`src/rtl/rst_seq_pkg.sv`:
```
// Shared types and sizing helpers for the ordered reset-release controller.
package rst_seq_pkg;

    // Sequencer phases: hold everything, release one by one, then run.
    typedef enum logic [1:0] {
        HOLD,
        RELEASE,
        RUN
    } rst_seq_state_t;

    // The counter must be able to hold the larger of the two terminal counts.
    function automatic int cnt_width(input int hold, input int step);
        int m;
        m = (hold > step) ? hold : step;
        return $clog2(m + 1);
    endfunction

endpackage

```
`src/rtl/NRST_SYNCHRONIZER.sv`:
```
// Active-low reset synchronizer: asserts asynchronously, deasserts after
// STAGES rising edges of the clock once the raw reset has gone high.
module NRST_SYNCHRONIZER #(
    parameter int STAGES = 3
) (
    input  logic i_clk,
    input  logic i_nrst,
    output logic o_nrst
);

    if (STAGES < 2) begin : g_bad_stages
        $error("NRST_SYNCHRONIZER: STAGES must be at least 2");
    end

    logic [STAGES-1:0] r_sync;

    // Shift ones in behind the released raw reset; any low pulse clears the chain.
    always_ff @(posedge i_clk or negedge i_nrst) begin
        if (!i_nrst) begin
            r_sync <= '0;
        end else begin
            r_sync <= {r_sync[STAGES-2:0], 1'b1};
        end
    end

    assign o_nrst = r_sync[STAGES-1];

endmodule

```
`src/rtl/reset_sequencer.sv`:
```
// Ordered reset-release controller: holds all downstream resets for a fixed
// time after the synchronized reset releases, then frees them one at a time.
// A synchronous soft request from RELEASE or RUN re-runs the whole sequence.
module reset_sequencer
    import rst_seq_pkg::*;
#(
    parameter int SYNC_STAGES = 3,
    parameter int N_OUT       = 4,
    parameter int HOLD_CYCLES = 16,
    parameter int STEP_CYCLES = 8
) (
    input  logic             CLK_I,
    input  logic             NRST_I,
    input  logic             SRST_REQ_I,
    output logic [N_OUT-1:0] NRST_O,
    output logic             BUSY_O,
    output logic             DONE_O
);

    localparam int CNT_W = cnt_width(HOLD_CYCLES, STEP_CYCLES);
    localparam int IDX_W = (N_OUT > 1) ? $clog2(N_OUT) : 1;

    if (SYNC_STAGES < 2) begin : g_bad_sync
        $error("reset_sequencer: SYNC_STAGES must be at least 2");
    end
    if (N_OUT < 1) begin : g_bad_nout
        $error("reset_sequencer: N_OUT must be at least 1");
    end
    if (HOLD_CYCLES < 1) begin : g_bad_hold
        $error("reset_sequencer: HOLD_CYCLES must be at least 1");
    end
    if (STEP_CYCLES < 1) begin : g_bad_step
        $error("reset_sequencer: STEP_CYCLES must be at least 1");
    end

    logic w_nrst_s;

    rst_seq_state_t   r_state, w_state_next;
    logic [CNT_W-1:0] r_cnt, w_cnt_next;
    logic [IDX_W-1:0] r_idx, w_idx_next;
    logic [N_OUT-1:0] r_nrst, w_nrst_next;
    logic             r_busy, w_busy_next;
    logic             r_done, w_done_next;

    NRST_SYNCHRONIZER #(
        .STAGES (SYNC_STAGES)
    ) u_sync (
        .i_clk  (CLK_I),
        .i_nrst (NRST_I),
        .o_nrst (w_nrst_s)
    );

    // State, counters and registered outputs; all cleared by the synchronized reset.
    always_ff @(posedge CLK_I or negedge w_nrst_s) begin
        if (!w_nrst_s) begin
            r_state <= HOLD;
            r_cnt   <= '0;
            r_idx   <= '0;
            r_nrst  <= '0;
            r_busy  <= 1'b1;
            r_done  <= 1'b0;
        end else begin
            r_state <= w_state_next;
            r_cnt   <= w_cnt_next;
            r_idx   <= w_idx_next;
            r_nrst  <= w_nrst_next;
            r_busy  <= w_busy_next;
            r_done  <= w_done_next;
        end
    end

    // Next-state and next-output logic; a soft request outranks a release step.
    always_comb begin
        w_state_next = r_state;
        w_cnt_next   = r_cnt;
        w_idx_next   = r_idx;
        w_nrst_next  = r_nrst;
        w_busy_next  = r_busy;
        w_done_next  = r_done;

        case (r_state)
            HOLD: begin
                // Soft requests are deliberately ignored while holding.
                if (r_cnt == CNT_W'(HOLD_CYCLES - 1)) begin
                    w_nrst_next = r_nrst | N_OUT'(1);
                    w_cnt_next  = '0;
                    w_idx_next  = IDX_W'(1);
                    if (N_OUT == 1) begin
                        w_state_next = RUN;
                        w_busy_next  = 1'b0;
                        w_done_next  = 1'b1;
                    end else begin
                        w_state_next = RELEASE;
                    end
                end else begin
                    w_cnt_next = r_cnt + CNT_W'(1);
                end
            end

            RELEASE: begin
                if (SRST_REQ_I) begin
                    w_state_next = HOLD;
                    w_cnt_next   = '0;
                    w_idx_next   = '0;
                    w_nrst_next  = '0;
                    w_busy_next  = 1'b1;
                    w_done_next  = 1'b0;
                end else if (r_cnt == CNT_W'(STEP_CYCLES - 1)) begin
                    for (int k = 0; k < N_OUT; k++) begin
                        if (r_idx == IDX_W'(k)) begin
                            w_nrst_next[k] = 1'b1;
                        end
                    end
                    w_cnt_next = '0;
                    w_idx_next = r_idx + IDX_W'(1);
                    if (r_idx == IDX_W'(N_OUT - 1)) begin
                        w_state_next = RUN;
                        w_busy_next  = 1'b0;
                        w_done_next  = 1'b1;
                    end
                end else begin
                    w_cnt_next = r_cnt + CNT_W'(1);
                end
            end

            RUN: begin
                if (SRST_REQ_I) begin
                    w_state_next = HOLD;
                    w_cnt_next   = '0;
                    w_idx_next   = '0;
                    w_nrst_next  = '0;
                    w_busy_next  = 1'b1;
                    w_done_next  = 1'b0;
                end else begin
                    w_nrst_next = '1;
                    w_busy_next = 1'b0;
                    w_done_next = 1'b1;
                end
            end

            default: begin
                w_state_next = HOLD;
                w_cnt_next   = '0;
                w_idx_next   = '0;
                w_nrst_next  = '0;
                w_busy_next  = 1'b1;
                w_done_next  = 1'b0;
            end
        endcase
    end

    assign NRST_O = r_nrst;
    assign BUSY_O = r_busy;
    assign DONE_O = r_done;

endmodule

```
`config.mk`:
```
export PLATFORM = sky130hd
export DESIGN_NAME = reset_sequencer
export DESIGN_NICKNAME = d
export VERILOG_FILES = /design/src/rtl/rst_seq_pkg.sv /design/src/rtl/NRST_SYNCHRONIZER.sv /design/src/rtl/reset_sequencer.sv
export SDC_FILE = /design/constraint.sdc
export NUM_CORES = 1
export LEC_CHECK = 0
export ABC_AREA = 1
export CAP_MARGIN = 20
export CORE_UTILIZATION = 46
export DETAILED_ROUTE_END_ITERATION = 8
export GPL_TIMING_DRIVEN = 0
export HOLD_SLACK_MARGIN = 0.1
export PLACE_DENSITY = 0.7
export SLEW_MARGIN = 20
export SYNTH_ARGS = -nofsm -noshare
export SYNTH_HDL_FRONTEND = slang
export SYNTH_SLANG_ARGS = --single-unit
```
`constraint.sdc`:
```
create_clock -name CLK_I -period 0.8 [get_ports CLK_I]
set_input_delay 0.16 -clock CLK_I [delete_from_list [all_inputs] [get_ports CLK_I]]
set_output_delay 0.16 -clock CLK_I [all_outputs]
set_load 0.005 [all_outputs]
```
======== Word level (Yosys, flattened, before mapping) ========
Cells that the tools add are included.
Widths: inputs -> output; s select.
word-level totals
  register bits after elaboration ......... 18
  input port bits ......................... 3
  output and inout bits ................... 6
  word-level logic and storage cells ...... 67
operators by class
  add/sub/neg operators ................... 2
  equal/unequal tests ..................... 14
  muxes and demuxes ....................... 32
  bitwise operators ....................... 1
  reductions and logical operators ........ 8
operators with widths
  operator             count
  $mux 5               4
  $ne 3x3->1 const B   5
  $pmux 5 s3           1
  $reduce_and 3->1     5
  $mux 2               7
  $mux 1               12
  $mux 4               3
  $pmux 2 s3           2
  $pmux 4 s3           1
  $eq 2x2->1 const B   3
  $pmux 1 s3           2
  $add 5x1->5 const B  1
  $eq 5x3->1 const B   1
  $eq 5x4->1 const B   1
  $eq 2x1->1 const B   2
  $logic_not 2->1      2
  $ne 2x2->1 const B   2
  $reduce_and 4->1     1
  $add 2x1->2 const B  1
  $not 1->1            1

======== Logic depth before layout (Yosys ltp) ========
Gate-level depths: netlist of run 1.
  depth in word-level cells ............... 5
  depth in mapped cells ................... 11

======== Hierarchy ========
A second synthesis of run 1 with hierarchy kept.
unflattened totals
  cell total of the unflattened synthesis .. 131
  area total of the unflattened synthesis .. 1039.7 um2
modules (own cells, without submodules)
  module             instances  cells each  area an instance (um2)
  reset_sequencer    1          127         960.9
  NRST_SYNCHRONIZER  1          4           78.8

======== Worst setup path after synthesis of run 1 ========
OpenSTA, ideal clock, no wires.
  path kind ............................... reg2reg
  from .................................... register r_cnt[0]
  to ...................................... register r_idx[0]
  arrival time ............................ 1424 ps
  data required time ...................... 724 ps
  path slack .............................. -701 ps
  cell stages (with the launch flop) ...... 12
  clock period less this slack ............ 1501 ps
  cell sequence ........................... dfrtp_1 > ha_1 > nand2_1 > nor2_1 > ha_1 > inv_1 > nand2_1 > nand2_1 > clkinv_1 > nand2_1 > nand2_1 > o21ai_1
on the way
  word-level cells in the longest chain between the ends .. 3
  elaborated cells between the ends (all ways) .. 5
  classes of those cells .................. 4 x eq/ne; 1 x reduce/logical
ends and longest elaborated chain
  what                                                              line                                           text
  start, declared                                                   reset_sequencer.sv:39                          logic [CNT_W-1:0] r_cnt, w_cnt_next;
  start signal, assigned                                            reset_sequencer.sv:64                          r_cnt <= w_cnt_next;
  $eq 5x3->1 / $eq 5x4->1 (equally long branches)                   reset_sequencer.sv:108, reset_sequencer.sv:84
  $ne 3x3->1 (no source line) / $ne 2x2->1 (equally long branches)  n/a
  $reduce_and 3->1 (no source line) *                               n/a
  end signal, assigned                                              reset_sequencer.sv:65                          r_idx <= w_idx_next;
  end, declared                                                     reset_sequencer.sv:40                          logic [IDX_W-1:0] r_idx, w_idx_next;
Mark *: on every way between the ends. The rest lies on a longest branch, timed or not.
A chain may end at the register's enable or synchronous reset.

======== Worst setup path in the final report of run 1 ========
  from .................................... register r_cnt[0]
  to ...................................... register r_state[0]
on the way
  word-level cells in the longest chain between the ends .. 3
  elaborated cells between the ends (all ways) .. 5
  classes of those cells .................. 4 x eq/ne; 1 x reduce/logical
ends and longest elaborated chain
  what                                                              line                                           text
  $eq 5x3->1 / $eq 5x4->1 (equally long branches)                   reset_sequencer.sv:108, reset_sequencer.sv:84
  $ne 3x3->1 (no source line) / $ne 2x2->1 (equally long branches)  n/a
  $reduce_and 4->1 (no source line) *                               n/a
  end signal, assigned                                              reset_sequencer.sv:63                          r_state <= w_state_next;
  end, declared                                                     reset_sequencer.sv:38                          rst_seq_state_t r_state, w_state_next;
Marked as above.

==> impl_metrics.yaml, run 1 <==
setup_path:
  cp_cell_sequence: "ha_4, nand2_4, nor2_4, ha_4, inv_2, nand2_4, nand2_4, clkinv_4, nand3_4, nand2_1, nand2_1"
  cp_common_cell: "nand2_4"
  cp_data_arrival_time_ns: 1.61
  critPathLaunch: "r_cnt[0]"
  required_ns: 1.01
  end_kind: "register"
  crit_path_max_incr_delay_ns: 0.41
  startpoint_type: "register"
  rr_worst_depth: 11
  cpMaxStageDelayCell: "dfrtp_1"
  worstSetupPathType: "register to register"
  rr_startpoint: "r_cnt[0]"
  crit_path_max_fanout: 5
die:
  die-area_sq_um: 2410
  rows: 16
  pin_count: 9
  die_y_microns: 49.1
  dieWidth_microns: 49.1
  initial_utilization_pct: 50.4
  core_sq_um: 2020
layout:
  drive_gt1_share_pct: 38.0
  synthToLayoutAreaGrowth_pct: 38.1
  antenna_cells: 0
  layout.nets: 173
clocking:
  cts_tree: "done"
  numCtsBuffers: 3
  clkSlewWorstSetupHoldPaths_ns: 0.11
  cts-htree-levels: 1
  cts-root-buf: "clkbuf_4"
  cts.path.max_buffers: 2
  clock-sinks: 17
  clk_latency_ns: 0.31
timing:
  fin_crit_ns: 1.40
  setup_viol: 20
  rsz0062_at_grt: "true"
  final_max_slew_viol_count: 0
  final-hold-violation-count: 0
  max_freq_mhz: 714
  hold_ws_ns: 0.169
  clock_skew_ns: 0.00302
  fin_crit_sh_pct: 175
  fin_ws_ns: -0.600
worst_hold_path:
  hold_class: "register to asynchronous set/reset pin"
power:
  peakVddDrop_uv: 2110
  pwr-share-comb_pct: 58.3
  power_frac_clock_pct: 11.4
  sequentialPowerShare_pct: 30.3
  p_per_area_nw_per_um2: 3170
  p_int_mw: 2.51
  power.leakage_nw: 0.729
  p_sw_share_pct: 43.7
  power_switching_mw: 1.95
global_route:
  antenna_found_initial: 0
  grt.overflow.total: 0
  grt_pass1_vias: 872
  grt_max_degree: 15
  grtUsageTotal_pct: 20.9
  grt_pass1_wl_mm: 3.78
status:
  status: "finished with violations"
  violations: "negative setup slack"
synthesis:
  avgSynthCellArea_sq_um: 7.83
  synth_area_sq_um: 1020
  yosys_warnings: 0
  synth_seq_area_share_pct: 41.9
  syn_nets: 144
  syn_inst: 130
  synth_cell_types: 20
  synth_seq_cells: 17
detailed_routing:
  wl_mm: 2.31
  wl_per_cell_microns: 12.5
  vias: 936
  ant_nets: 0
  remaining_drc_errors: 0
  drt-vias-per-instance: 5.06
  drt_first_pass_iters: 4
  drt_iter0_drc: 36
flow_run:
  maxCapViolCount: 0
placement:
  portBuffers: 8
  dpl_worst_slack_ns: -0.753
  gp_congestion: 0.769
  dp_hpwl_mm: 1.41
-- logic make-up after synthesis --
kind of cell               Yosys count  synth area share, %
and+or+nand+nor                     72                 31.1
other                                1                0.368
DFF                                 17                 41.9
adders and majority gates           11                 13.5
buffers and inverters               20                 8.48
AOI/OAI and AO/OA                    9                 4.67
-- flip-flops by register name, indices dropped and copies added (netlist names) --
register       cells
r_cnt              5
r_state            2
u_sync.r_sync      3
NRST_O             3
DONE_O             1
BUSY_O             1
r_idx              2
-- worst max-delay path, delay by kind of cell, from the launching register on --
kind          cells  cell delay (ns)
buf+inv           2             0.11
flops             1             0.41
simple gates      7             0.50
fa+ha+maj         2             0.30
-- routing by layer --
| metal | global-route usage [%] | share of wire [%] | up-vias |
|---|---|---|---|
| met1 | 26.2 | 44 | 447 |
| met4 | 7.35 | 1.3 | 0 |
| met2 | 35.9 | 52 | 18 |
| met5 | 0 | 0 | - |
| li1 | - | - | 466 |
| met3 | 4.05 | 3.0 | 5 |
-- cells in the final DEF (no fill, tap or decap), types with 3 or more instances in the layout --
master    synthesis  final
buf_2             0      5
ha_4              0      3
nand2_2           1      5
nand2_4           1      5
buf_6             1      6
dfrtp_1          16     14
clkbuf_4          0      3
inv_2             1      6
nand4_1           7      7
a21oi_1           4      3
nor2_1            9      8
buf_4             1     12
nand2_1          44     36
inv_1            16     10
o21ai_1           2      3
nand3_1           9      6
ha_1             11      6
-- cells in the mapped netlist, drive strengths merged --
cell	number	area, sq um
a21boi	1	7.51
a21oi	4	20.0
buf	2	18.8
clkinv	1	3.75
conb	1	3.75
dfrtp	16	400
dfstp	1	26.3
ha	11	138
inv	17	63.8
nand2	46	183
nand3	9	45.0
nand4	7	43.8
nor2	10	45.0
o21ai	4	20.0
-- metrics by stage --
stage	total power, mW	TNS, ns	utilization (%)	instance area (sq um)	instances
2_1_floorplan	2.74	-7.75	-	1070	130
3_3_place_gp	3.24	-10.72	58.4	1180	165
3_5_place_dp	3.30	-11.28	58.4	1180	165
4_1_cts	4.12	-8.93	66.2	1340	183
5_1_grt	4.79	-10.24	69.6	1410	185
6_report	4.46	-8.97	69.6	1410	185
-- area by class of cell --
| type | instances | area, sq um |
|---|---|---|
| multi-input cells | 93 | 626 |
| repair buffers | 24 | 190 |
| well taps | 27 | 33.8 |
| clock buffers | 3 | 22.5 |
| fillers | 168 | 616 |
| plain buffers | 2 | 22.5 |
| flip-flops and latches | 17 | 429 |
| clock inverters | 1 | 7.51 |
| inverters | 18 | 75.1 |
-- power groups by stage --
stage | logic, mW | registers, mW | clock network [mW]
floorplan | 1.41 | 1.33 | 0
global placement | 1.90 | 1.34 | 0
detailed placement | 1.95 | 1.36 | 0
CTS | 2.30 | 1.32 | 0.501
global route | 2.85 | 1.39 | 0.555
finish | 2.60 | 1.35 | 0.507
-- path summary, 6_finish.rpt --
path	endpoint	slack [ns]
max	r_state[0]	-0.60
min	r_idx[0]	0.17
max reg2reg	r_state[0]	-0.60
min reg2reg	r_idx[0]	0.17
max in group asynchronous	u_sync.r_sync[2]	0.09
min in group CLK_I	u_sync.r_sync[1]	0.36
-- repair_timing --
action                     in CTS  in global routing
cloned                          1                  0
setup endpoints to repair      20                 21
pin swaps                      13                  5
buffers inserted               12                  2
resized for setup              39                 13
hold buffers                    1                  0
hold endpoints to repair        3                  0
Power figures use the tool's default switching activity.
==> inputs of run 2 (changes only) <==
--- a/config.mk
+++ b/config.mk
@@ -12,6 +12,7 @@
 export GPL_TIMING_DRIVEN = 0
 export HOLD_SLACK_MARGIN = 0.1
 export PLACE_DENSITY = 0.7
+export RECOVER_POWER = 25
 export SLEW_MARGIN = 20
 export SYNTH_ARGS = -nofsm -noshare
 export SYNTH_HDL_FRONTEND = slang
==> results of run 2 <==
No change in the layout: final DEF, timing and power equal those of run 1.
